File: src/rtl/router_pkg.sv
// rtl/router_pkg.sv - shared router link types: direction codes and package layout
package router_pkg;

    localparam logic [1:0] DIR_NONE  = 2'b00;
    localparam logic [1:0] DIR_X     = 2'b01;
    localparam logic [1:0] DIR_Y     = 2'b10;
    localparam logic [1:0] DIR_LOCAL = 2'b11;

    localparam int PKT_DATA_W = 8;

    // Default-width package as carried between transport, receive and judge stages.
    typedef struct packed {
        logic [1:0]            dir;
        logic [PKT_DATA_W-1:0] data;
    } pkt_t;

    function automatic logic dir_valid(input logic [1:0] dir);
        return dir != DIR_NONE;
    endfunction

endpackage

File: src/rtl/port_recv_buffer_if.sv
// rtl/port_recv_buffer_if.sv - link-side and judge-side signals of the receive buffer
interface port_recv_buffer_if #(
    parameter int DATA_W = 8,
    parameter int DEPTH  = 4
);
    logic                     enable;
    logic [1:0]               din_dir;
    logic [DATA_W-1:0]        din_data;
    logic                     fail;
    logic [1:0]               dout_dir;
    logic [DATA_W-1:0]        dout_data;
    logic                     pop;
    logic [$clog2(DEPTH):0]   count;

    modport master (
        output enable, din_dir, din_data, pop,
        input  fail, dout_dir, dout_data, count
    );

    modport slave (
        input  enable, din_dir, din_data, pop,
        output fail, dout_dir, dout_data, count
    );

endinterface

File: src/rtl/recv_fifo.sv
// rtl/recv_fifo.sv - show-ahead FIFO storage with wrapping pointers and occupancy count
module recv_fifo #(
    parameter int DATA_W = 8,
    parameter int DEPTH  = 4
) (
    input  logic                    clk,
    input  logic                    rst_n,
    input  logic                    push_i,
    input  logic                    pop_i,
    input  logic [DATA_W+1:0]       wr_pkt_i,
    output logic [DATA_W+1:0]       head_o,
    output logic [$clog2(DEPTH):0]  count_o
);
    localparam int PW = $clog2(DEPTH);
    localparam int CW = PW + 1;
    localparam logic [PW-1:0] PTR_ONE = PW'(1);
    localparam logic [CW-1:0] CNT_ONE = CW'(1);

    logic [DATA_W+1:0] mem_q [DEPTH];
    logic [PW-1:0]     wr_ptr_q, wr_ptr_d;
    logic [PW-1:0]     rd_ptr_q, rd_ptr_d;
    logic [CW-1:0]     count_q, count_d;

    // Push and pop are pre-qualified by the caller; simultaneous ones keep count steady.
    always_comb begin
        wr_ptr_d = wr_ptr_q;
        rd_ptr_d = rd_ptr_q;
        count_d  = count_q;
        if (push_i) begin
            wr_ptr_d = wr_ptr_q + PTR_ONE;
        end
        if (pop_i) begin
            rd_ptr_d = rd_ptr_q + PTR_ONE;
        end
        case ({push_i, pop_i})
            2'b10:   count_d = count_q + CNT_ONE;
            2'b01:   count_d = count_q - CNT_ONE;
            default: count_d = count_q;
        endcase
    end

    always_ff @(posedge clk or posedge rst_n) begin
        if (rst_n) begin
            wr_ptr_q <= '0;
            rd_ptr_q <= '0;
            count_q  <= '0;
        end else begin
            wr_ptr_q <= wr_ptr_d;
            rd_ptr_q <= rd_ptr_d;
            count_q  <= count_d;
        end
    end

    // Storage is deliberately left out of reset; an empty count masks stale data.
    always_ff @(posedge clk) begin
        if (push_i) begin
            mem_q[wr_ptr_q] <= wr_pkt_i;
        end
    end

    assign head_o  = mem_q[rd_ptr_q];
    assign count_o = count_q;

endmodule

File: src/rtl/port_recv_buffer.sv
// rtl/port_recv_buffer.sv - link receive buffer: accept logic, fail flag and masked head output
module port_recv_buffer
    import router_pkg::*;
#(
    parameter int DATA_W = 8,
    parameter int DEPTH  = 4
) (
    input  logic               clk,
    input  logic               rst_n,
    port_recv_buffer_if.slave  bus
);
    localparam int CW = $clog2(DEPTH) + 1;
    localparam logic [CW-1:0] FULL_CNT = CW'(DEPTH);

    typedef struct packed {
        logic [1:0]        dir;
        logic [DATA_W-1:0] data;
    } pkt_w_t;

    logic          push_attempt;
    logic          pop_eff;
    logic          push_ok;
    logic          fail_q, fail_d;
    pkt_w_t        in_pkt;
    pkt_w_t        head_pkt;
    logic [CW-1:0] count;
    logic          empty;

    // A full FIFO still accepts when the head leaves on the same edge.
    always_comb begin
        push_attempt = dir_valid(bus.din_dir);
        pop_eff      = bus.pop & bus.enable & (count != '0);
        push_ok      = push_attempt & bus.enable & ((count < FULL_CNT) | pop_eff);
        fail_d       = push_attempt & ~push_ok;
        in_pkt.dir   = bus.din_dir;
        in_pkt.data  = bus.din_data;
    end

    recv_fifo #(
        .DATA_W (DATA_W),
        .DEPTH  (DEPTH)
    ) u_fifo (
        .clk      (clk),
        .rst_n    (rst_n),
        .push_i   (push_ok),
        .pop_i    (pop_eff),
        .wr_pkt_i (in_pkt),
        .head_o   (head_pkt),
        .count_o  (count)
    );

    always_ff @(posedge clk or posedge rst_n) begin
        if (rst_n) begin
            fail_q <= 1'b0;
        end else begin
            fail_q <= fail_d;
        end
    end

    assign empty         = (count == '0);
    assign bus.fail      = fail_q;
    assign bus.dout_dir  = empty ? DIR_NONE : head_pkt.dir;
    assign bus.dout_data = empty ? '0 : head_pkt.data;
    assign bus.count     = count;

endmodule

File: src/flat_wrapper.sv
// flat-port wrapper written by rule: the top's interface ports become plain ports
module port_recv_buffer_flat import router_pkg::*;
#(
    parameter int DATA_W = 8,
    parameter int DEPTH  = 4
)
  (clk, rst_n, bus_enable, bus_din_dir, bus_din_data, bus_pop, bus_fail, bus_dout_dir, bus_dout_data, bus_count);
  port_recv_buffer_if #(.DATA_W(DATA_W), .DEPTH(DEPTH)) bus_i ();
  input  logic clk;
  input  logic rst_n;
  input wire logic [$bits(bus_i.enable)-1:0] bus_enable;
  input wire logic [$bits(bus_i.din_dir)-1:0] bus_din_dir;
  input wire logic [$bits(bus_i.din_data)-1:0] bus_din_data;
  input wire logic [$bits(bus_i.pop)-1:0] bus_pop;
  output wire logic [$bits(bus_i.fail)-1:0] bus_fail;
  output wire logic [$bits(bus_i.dout_dir)-1:0] bus_dout_dir;
  output wire logic [$bits(bus_i.dout_data)-1:0] bus_dout_data;
  output wire logic [$bits(bus_i.count)-1:0] bus_count;
  assign bus_i.enable = bus_enable;
  assign bus_i.din_dir = bus_din_dir;
  assign bus_i.din_data = bus_din_data;
  assign bus_i.pop = bus_pop;
  assign bus_fail = bus_i.fail;
  assign bus_dout_dir = bus_i.dout_dir;
  assign bus_dout_data = bus_i.dout_data;
  assign bus_count = bus_i.count;
  port_recv_buffer #(.DATA_W(DATA_W), .DEPTH(DEPTH)) u_core (.clk(clk), .rst_n(rst_n), .bus(bus_i));
endmodule
File: config.mk
export PLATFORM = sky130hd
export DESIGN_NAME = port_recv_buffer_flat
export DESIGN_NICKNAME = d
export VERILOG_FILES = /design/src/rtl/router_pkg.sv /design/src/rtl/port_recv_buffer_if.sv /design/src/rtl/recv_fifo.sv /design/src/rtl/port_recv_buffer.sv /design/src/flat_wrapper.sv
export SDC_FILE = /design/constraint.sdc
export NUM_CORES = 1
export LEC_CHECK = 0
export CELL_PAD_IN_SITES_DETAIL_PLACEMENT = 1
export CELL_PAD_IN_SITES_GLOBAL_PLACEMENT = 1
export CORE_MARGIN = 5
export CORE_UTILIZATION = 49
export CTS_BUF_LIST = sky130_fd_sc_hd__clkbuf_4 sky130_fd_sc_hd__clkbuf_8 sky130_fd_sc_hd__clkbuf_16
export CTS_CLUSTER_DIAMETER = 80
export CTS_CLUSTER_SIZE = 25
export DETAILED_ROUTE_END_ITERATION = 12
export PLACE_DENSITY_LB_ADDON = 0.1
export SLEW_MARGIN = 10
export SYNTH_ARGS = -nofsm -noshare
export SYNTH_HDL_FRONTEND = slang
export SYNTH_HIERARCHICAL = 1
export SYNTH_SLANG_ARGS = --single-unit
export TNS_END_PERCENT = 5
File: constraint.sdc
create_clock -name clk -period 3.5 [get_ports clk]
set_clock_uncertainty 0.2 [all_clocks]
set_input_delay 0.7 -clock clk [delete_from_list [all_inputs] [get_ports clk]]
set_output_delay 0.7 -clock clk [all_outputs]
set_load 0.01 [all_outputs]
# After elaboration in Yosys (flattened, before gate mapping)
# Memories as Yosys holds them, arrays and structs flattened.
# Cells that the tools add are included.
[op_classes]
add_sub_neg = 4
n_lt_le_gt_ge = 1
eq_ne = 2
muxes = 5
bitwise = 7
n_reduce_logical = 4
[op_table]
columns = ["cell", "n"]
rows = [
  ["$mux 8", 1],
  ["$pmux 3 s2", 1],
  ["$and 1x1->1", 5],
  ["$add 2x1->2 const B", 2],
  ["$reduce_bool 2->1", 2],
  ["$add 3x1->3 const B", 1],
  ["$logic_not 3->1", 1],
  ["$lt 3x3->1 const B", 1],
  ["$reduce_bool 3->1", 1],
  ["$sub 3x1->3 const B", 1],
  ["$eq 2x1->1 const B", 1],
  ["$eq 2x2->1 const B", 1],
  ["$mux 1", 2],
  ["$mux 2", 1],
  ["$not 1->1", 1],
  ["$or 1x1->1", 1],
]
[totals]
ff_bits = 8
mem_bits_rw = 40
input_bits = 14
output_inout_bits = 14
wordCells = 28
mem_count = 1
[memory_table]
columns = ["name", "depth", "word_bits", "read_ports", "rd_ports_with_merged_regs", "write_ports", "line", "source"]
rows = [
  ["u_core.u_fifo.mem_q", 4, 10, 1, 0, 1, "recv_fifo.sv:19", "logic [DATA_W+1:0] mem_q [DEPTH];"],
]

# Depth between registers and ports, before layout
# Gate-level depths: netlist of the first run.
[depth]
depth_word = 6
depth_mapped = 9
depth_no_buf = 9

# Hierarchy
# The synthesis of the first run kept the hierarchy.
[modules_own_cells]
columns = ["module", "n_inst", "cells_each", "area_each_um2", "seq_area_each_um2"]
rows = [
  ["recv_fifo", 1, 87, 1838.0, 1376.3],
  ["port_recv_buffer", 1, 21, 143.9, 25.0],
]

# Least setup slack after synthesis of the first run
# Ideal clock, no wire load.
[synth_path]
kind = "input port to flip-flop"
from = "input bus_enable"
to = "register u_core.u_fifo.count_q[2] (netlist: u_core/u_fifo/count_o[2])"
setup_time_ns = 0.128
arrival_time_ns = 2.043
required_time_ns = 3.172
slack_ns = 1.129
stages = 9
n_path_buf = 0
path_cell_list = "inv_1 -> nor3_1 -> inv_1 -> ha_1 -> inv_1 -> fa_1 -> xor2_1 -> nor2_1 -> xor2_1"
[synth_via]
elab_chain_cells = 6
word_cells_on_any_way = 9
classes_between = "eq/ne (2); mux (1); bitwise (5); reduce/logical (1)"
[synth_lines]
columns = ["element", "line", "source"]
rows = [
  ["start: declaration", "flat_wrapper.sv:11", "input wire logic [$bits(bus_i.enable)-1:0] bus_enable;"],
  ["$and 1x1->1 (2 in a row)", "port_recv_buffer.sv:32", "pop_eff = bus.pop & bus.enable & (count != '0);"],
  ["$or 1x1->1", "port_recv_buffer.sv:33", "push_ok = push_attempt & bus.enable & ((count < FULL_CNT) | pop_eff);"],
  ["$and 1x1->1 (*)", "port_recv_buffer.sv:33", ""],
  ["net u_core.push_ok", "port_recv_buffer.sv:22", "logic push_ok;"],
  ["$eq 2x1->1 / $eq 2x2->1 (equally long branches)", "recv_fifo.sv:35", "case ({push_i, pop_i})"],
  ["$pmux 3 s2 / $reduce_bool 2->1 (equally long branches)", "n/a", ""],
  ["end signal: assignment", "recv_fifo.sv:50", "count_q <= count_d;"],
  ["end: declaration", "recv_fifo.sv:22", "logic [CW-1:0] count_q, count_d;"],
]
# The timed path passes the listed nets; every way through them passes the cells marked *.
# A chain may end at the register's enable or synchronous reset.

==> results_dict.tcl, run 1 <==
set metrics [dict create \
    outcome "finished clean" \
    die_w_microns 73.6 \
    syn_nets 128 \
    clk_pin_slew_ns 0.08 \
    htreeDepth 2 \
    path_delay_family "buffers and inverters" \
    dr.first_iter.drc_count 29 \
    cap_violations 0 \
    hold_violations 0 \
    portBuffers 27 \
    fill_cells 372 \
    ys_seq_elements 48 \
    wl_met3_microns 173 \
    clock_path_buffers 2 \
    dpl_cell_area_sq_um 2310 \
    cts_inserted_buffers 5 \
    fin_nets 162 \
    relSlewSlack_pct 60.1 \
    wl_met2_mm 1.93 \
    dieArea_sq_um 5420 \
    synthToLayoutAreaGrowth_pct 20.8 \
    hold_path_class "register to register" \
    slew_viol_final 0 \
    criticalPathCategory "register to output port" \
    syn_area_sq_um 1980 \
    post-route-period-util_pct 90.1 \
    synth_cell_types 21 \
    cts_sinks 48 \
    grt_usage_pct 15.9 \
    cts.repair.resized 0 \
    crit_fanout 7 \
    grt-ovfl-total 0 \
    p_per_area_nw_per_um2 761 \
    gp_congestion 0.823 \
    io_pins 28 \
    drt-met1-wl_mm 1.50 \
    coreArea_sq_um 3970 \
    fmax_mhz 317 \
    dp_hpwl_mm 2.60 \
    wire_per_inst_microns 19.1 \
    num_rows 23 \
    avgSynthCellArea_sq_um 18.4 \
    stdcell_area_sq_um 2390 \
    reg2reg_slack_ns 1.19 \
    slowest_stage "dfrtp_1" \
    tritoncts "yes" \
    finalSetupTns_ns 0 \
    holdWs_ns 0.353 \
    vias 1019 \
    wl_mm 3.67 \
    worstSkewPairLatency_ns 0.29 \
    cts_setup_buffers 0 \
    path_buf_inv 2 \
    worstPathRequired_ns 2.60 \
    cp-start-kind "register" \
    end_kind "output port" \
    drive_above_1_share_pct 13.4 \
    root_buffer "clkbuf_8" \
    synth_seq_area_share_pct 70.7 \
    worstPathArrival_ns 2.25 \
    die_y_microns 73.6 \
    grt_pass1_wl_mm 6.15 \
    start_util_pct 49.9 \
    final-setup-viol-count 0 \
    synthCells 108 \
    cts_hold_buf 0 \
    grt_pass1_vias 1168 \
    routed.top_layer "met4" \
    peakVddDrop_mv 0.314 \
    grt_start_max_net_pins 15 \
    fin_util_pct 60.3 \
    grt_antenna_before_repair 0 \
    drtPass1Iterations 2 \
    rsz0062_at_grt "no" \
    avgViaCountPerCell 5.31 \
    ant_nets 0 \
    fin_crit_ns 3.15 \
    critPathMaxStageDelay_ns 0.56 \
    antenna_cells 0 \
    post-route-drc-count 0 \
    leakagePower_nw 0.866 \
    tightest_slew_ns 0.599 \
    path_cells "buf_4 > mux4_2 > nor2b_1 > clkdlybuf4s50_1" \
    yosysWarnings 6 \
]
==> cells by family after synthesis <==
logic type	Yosys count	synth area share, %
flip-flops	48	70.7
AND/OR/NAND/NOR	23	6.63
buffers and inverters	12	2.90
multiplexers	11	12.2
XOR/XNOR	6	2.65
adder cells (fa/ha/maj)	6	4.17
AO/OA/AOI/OAI	2	0.694
==> registers in the layout, indices dropped and copies added (netlist names) <==
register                cells
u_core/u_fifo/wr_ptr_q      2
u_core/bus.fail             1
u_core/u_fifo/count_o       3
u_core/u_fifo/mem_q        40
u_core/u_fifo/rd_ptr_q      2
==> cell usage in the layout (no fill, tap or decap), drive strengths merged <==
master,netlist,routed
inv,9,9
xnor2,2,2
fa,1,1
nor3,2,2
xor2,4,4
clkinvlp,0,1
o22a,1,1
nor2,3,3
clkinv,0,1
mux4,10,10
and2,4,4
ha,5,5
dfrtp,8,8
o21ai,1,1
clkdlybuf4s50,0,27
nand2,3,3
clkbuf,0,5
mux2i,1,1
nor2b,11,11
edfxtp,40,40
buf,3,3
==> through the flow <==
stage                     setup WS [ns]  instances  power [mW]
after global routing              0.210        192        1.94
after detailed placement          0.514        185        1.55
final                             0.347        192        1.82
after CTS                         0.294        192        1.85
after floorplan                    1.13        108        1.22
after global placement            0.591        185        1.53
==> worst paths after layout <==
kind	startpoint	end	cells after the start
min in group asynchronous	rst_n	u_core/bus.fail	2
max in group asynchronous	rst_n	u_core/u_fifo/rd_ptr_q[1]	2
worst min register to register	u_core/u_fifo/wr_ptr_q[0]	u_core/u_fifo/wr_ptr_q[0]	1
worst max-delay path	u_core/u_fifo/rd_ptr_q[0]	bus_dout_dir[1]	4
worst min-delay path	u_core/u_fifo/wr_ptr_q[0]	u_core/u_fifo/wr_ptr_q[0]	1
worst max register to register	u_core/u_fifo/count_o[2]	u_core/u_fifo/count_o[2]	10
==> Yosys cell counts <==
cell	number	area, sq um
and2_1	4	25.0
buf_2	1	5.00
buf_4	1	7.51
buf_6	1	11.3
dfrtp_1	8	200
edfxtp_1	40	1200
fa_1	1	20.0
ha_1	5	62.6
inv_1	9	33.8
mux2i_1	1	10.0
mux4_1	2	52.6
mux4_2	8	180
nand2_1	3	11.3
nor2_1	3	11.3
nor2b_1	11	68.8
nor3_1	1	5.00
nor3_2	1	10.0
o21ai_0	1	5.00
o22a_1	1	8.76
xnor2_1	2	17.5
xor2_1	4	35.0
==> power breakdown <==
part / internal (mW) / total (mW) / switching (mW)
Clock: 0.135 / 0.301 / 0.166
Combinational: 0.405 / 0.695 / 0.290
Sequential: 0.730 / 0.825 / 0.0949
==> metal layers <==
layer,track usage (%),up-vias
met2,27.3,21
met5,0,-
met1,19.5,530
met4,5.03,0
met3,4.24,6
li1,-,462
==> cell type report <==
cell class              instances  area [sq um]  share of cell area [%]
multi-input cells              48           523                    21.8
inverters                       9          33.8                    1.41
clock inverters                 2          12.5                   0.522
flip-flops and latches         48          1400                    58.5
well taps                      50          62.6                    2.61
clock buffers                   5          68.8                    2.87
repair buffers                 30           293                    12.2
==> worst reg2reg max path: stages (launching register included) <==
cell and delay, ns:
dfrtp_1 0.44, nor2b_1 0.24, nor3_1 0.08, buf_4 0.16
inv_1 0.06, ha_1 0.18, inv_1 0.06, fa_1 0.37
xor2_1 0.17, nor2_1 0.11, xor2_1 0.16
Note: power is estimated with default switching activity, not from simulation.
==> run 2: changes to the inputs <==
Settings changed: CORE_ASPECT_RATIO from default to 1.5, CORE_UTILIZATION 49 to 50, CTS_BUF_LIST sky130_fd_sc_hd__clkbuf_4 sky130_fd_sc_hd__clkbuf_8 sky130_fd_sc_hd__clkbuf_16 to sky130_fd_sc_hd__clkbuf_8.
==> results_dict.tcl, run 2 (synthesis gave the netlist of run 1 again) <==
set metrics [dict create \
    path_buf_inv 2 \
    ant_nets 0 \
    stdcell_area_sq_um 2430 \
    worstSkewPairLatency_ns 0.30 \
    worstPathRequired_ns 2.60 \
    grt-ovfl-total 0 \
    htreeDepth 2 \
    final-setup-viol-count 0 \
    cp-start-kind "register" \
    r2r-start "u_core/u_fifo/count_o[2]" \
    portBuffers 27 \
    gp_congestion 0.679 \
    leakagePower_nw 0.885 \
    avgViaCountPerCell 5.33 \
    routed.top_layer "met4" \
    grt_pass1_wl_mm 6.01 \
    min_from "u_core/u_fifo/count_o[0]" \
    cts_hold_buf 0 \
    post-route-period-util_pct 88.4 \
    hold_path_class "register to register" \
    p_per_area_nw_per_um2 795 \
    wire_per_inst_microns 19.9 \
    fill_cells 349 \
    antenna_cells 0 \
    io_pins 28 \
    cts_sinks 48 \
    dp_hpwl_mm 2.67 \
    cap_violations 0 \
    cts_setup_buffers 0 \
    fin_crit_ns 3.09 \
    coreArea_sq_um 3890 \
    fmax_mhz 323 \
    drt-met1-wl_mm 1.44 \
    num_rows 28 \
    clk_pin_slew_ns 0.09 \
    finalSetupTns_ns 0 \
    wl_mm 3.75 \
    cts.repair.resized 0 \
    grt_start_max_net_pins 16 \
    outcome "finished clean" \
    root_buffer "clkbuf_8" \
    drtPass1Iterations 2 \
    end_kind "output port" \
    tritoncts "yes" \
    startpoint "u_core/u_fifo/rd_ptr_q[0]" \
    rsz0062_at_grt "no" \
    drive_above_1_share_pct 14.6 \
    largest_register_ffs 40 \
    relSlewSlack_pct 61.9 \
    grt_usage_pct 16.3 \
    post-route-drc-count 0 \
    path_depth 4 \
    crit_fanout 5 \
    path_delay_family "buffers and inverters" \
    cts_inserted_buffers 5 \
    fin_nets 163 \
    worstPathArrival_ns 2.19 \
    final_common_cell "edfxtp_1" \
    dr.first_iter.drc_count 14 \
    slew_viol_final 0 \
    grt_antenna_before_repair 0 \
    clock_path_buffers 2 \
    peakVddDrop_mv 0.448 \
    reg2reg_depth 9 \
    start_util_pct 51.0 \
    dieArea_sq_um 5350 \
    hold_depth 1 \
    wl_met3_microns 151 \
    top_register "u_core/u_fifo/mem_q" \
    vias 1007 \
    slowest_stage "mux4_1" \
    grt_pass1_vias 1160 \
    die_w_microns 61.4 \
    synthToLayoutAreaGrowth_pct 22.4 \
    path_cells "buf_4 > mux4_1 > nor2b_1 > clkdlybuf4s50_1" \
    wl_met2_mm 2.10 \
    die_y_microns 87.1 \
    critPathMaxStageDelay_ns 0.55 \
    criticalPathCategory "register to output port" \
    dpl_cell_area_sq_um 2310 \
    tightest_slew_ns 0.571 \
    hold_violations 0 \
    layout_common_cells "40 x edfxtp_1, 27 x clkdlybuf4s50_1, 11 x nor2b_1" \
]
-- run 2: cell types whose count changed in the layout (fill, tap and decap cells not counted) --
cell and delta:
bufinv_16 +1, buf_4 +1
-- run 2: cell type report --
cell class	count	area, sq um	share of cell area [%]
inverter	9	33.8	1.39
timing repair buffer	31	300	12.4
sequential	48	1400	57.8
tap	45	56.3	2.32
multi-input combinational	48	523	21.6
clock buffer	5	68.8	2.84
clock inverter	3	42.5	1.75
-- run 2: final timing paths --
path / endpoint / slack [ns]
min: u_core/u_fifo/count_o[0] / 0.35
max reg2reg: u_core/u_fifo/count_o[2] / 1.11
min in group asynchronous: u_core/bus.fail / 0.36
max in group asynchronous: u_core/u_fifo/wr_ptr_q[1] / 2.42
max: bus_dout_data[5] / 0.41
min reg2reg: u_core/u_fifo/count_o[0] / 0.35
-- run 2: where the power goes --
| part | switching (mW) | internal (mW) | total (mW) |
|---|---|---|---|
| sequential | 0.0920 | 0.730 | 0.822 |
| clock | 0.180 | 0.211 | 0.392 |
| combinational | 0.300 | 0.415 | 0.715 |
-- run 2: stage by stage --
stage               cells  hold slack [ns]  setup WS (ns)  power (mW)  utilization [%]
finish                189            0.349          0.407        1.93             62.4
global route          189            0.368          0.305        2.04             62.4
CTS                   189            0.349          0.361        1.97             62.4
detailed placement    181            0.334          0.510        1.56             59.5
global placement      181            0.325          0.645        1.52             59.5
floorplan             108            0.229           1.13        1.22                -
-- run 2: per-layer routing --
layer / GRT usage, % / up-vias
met1: 18.2 / 511
met3: 4.01 / 7
met4: 7.53 / 0
li1: - / 468
met5: 0 / -
met2: 28.3 / 21
-- run 2: worst register-to-register path: stages (launching register included) --
cell and delay, ns:
dfrtp_1 0.44, nor3_2 0.06, buf_4 0.18, nor2_1 0.26, ha_1 0.24, inv_1 0.07
fa_1 0.40, xor2_1 0.18, nor2_1 0.13, xor2_1 0.16
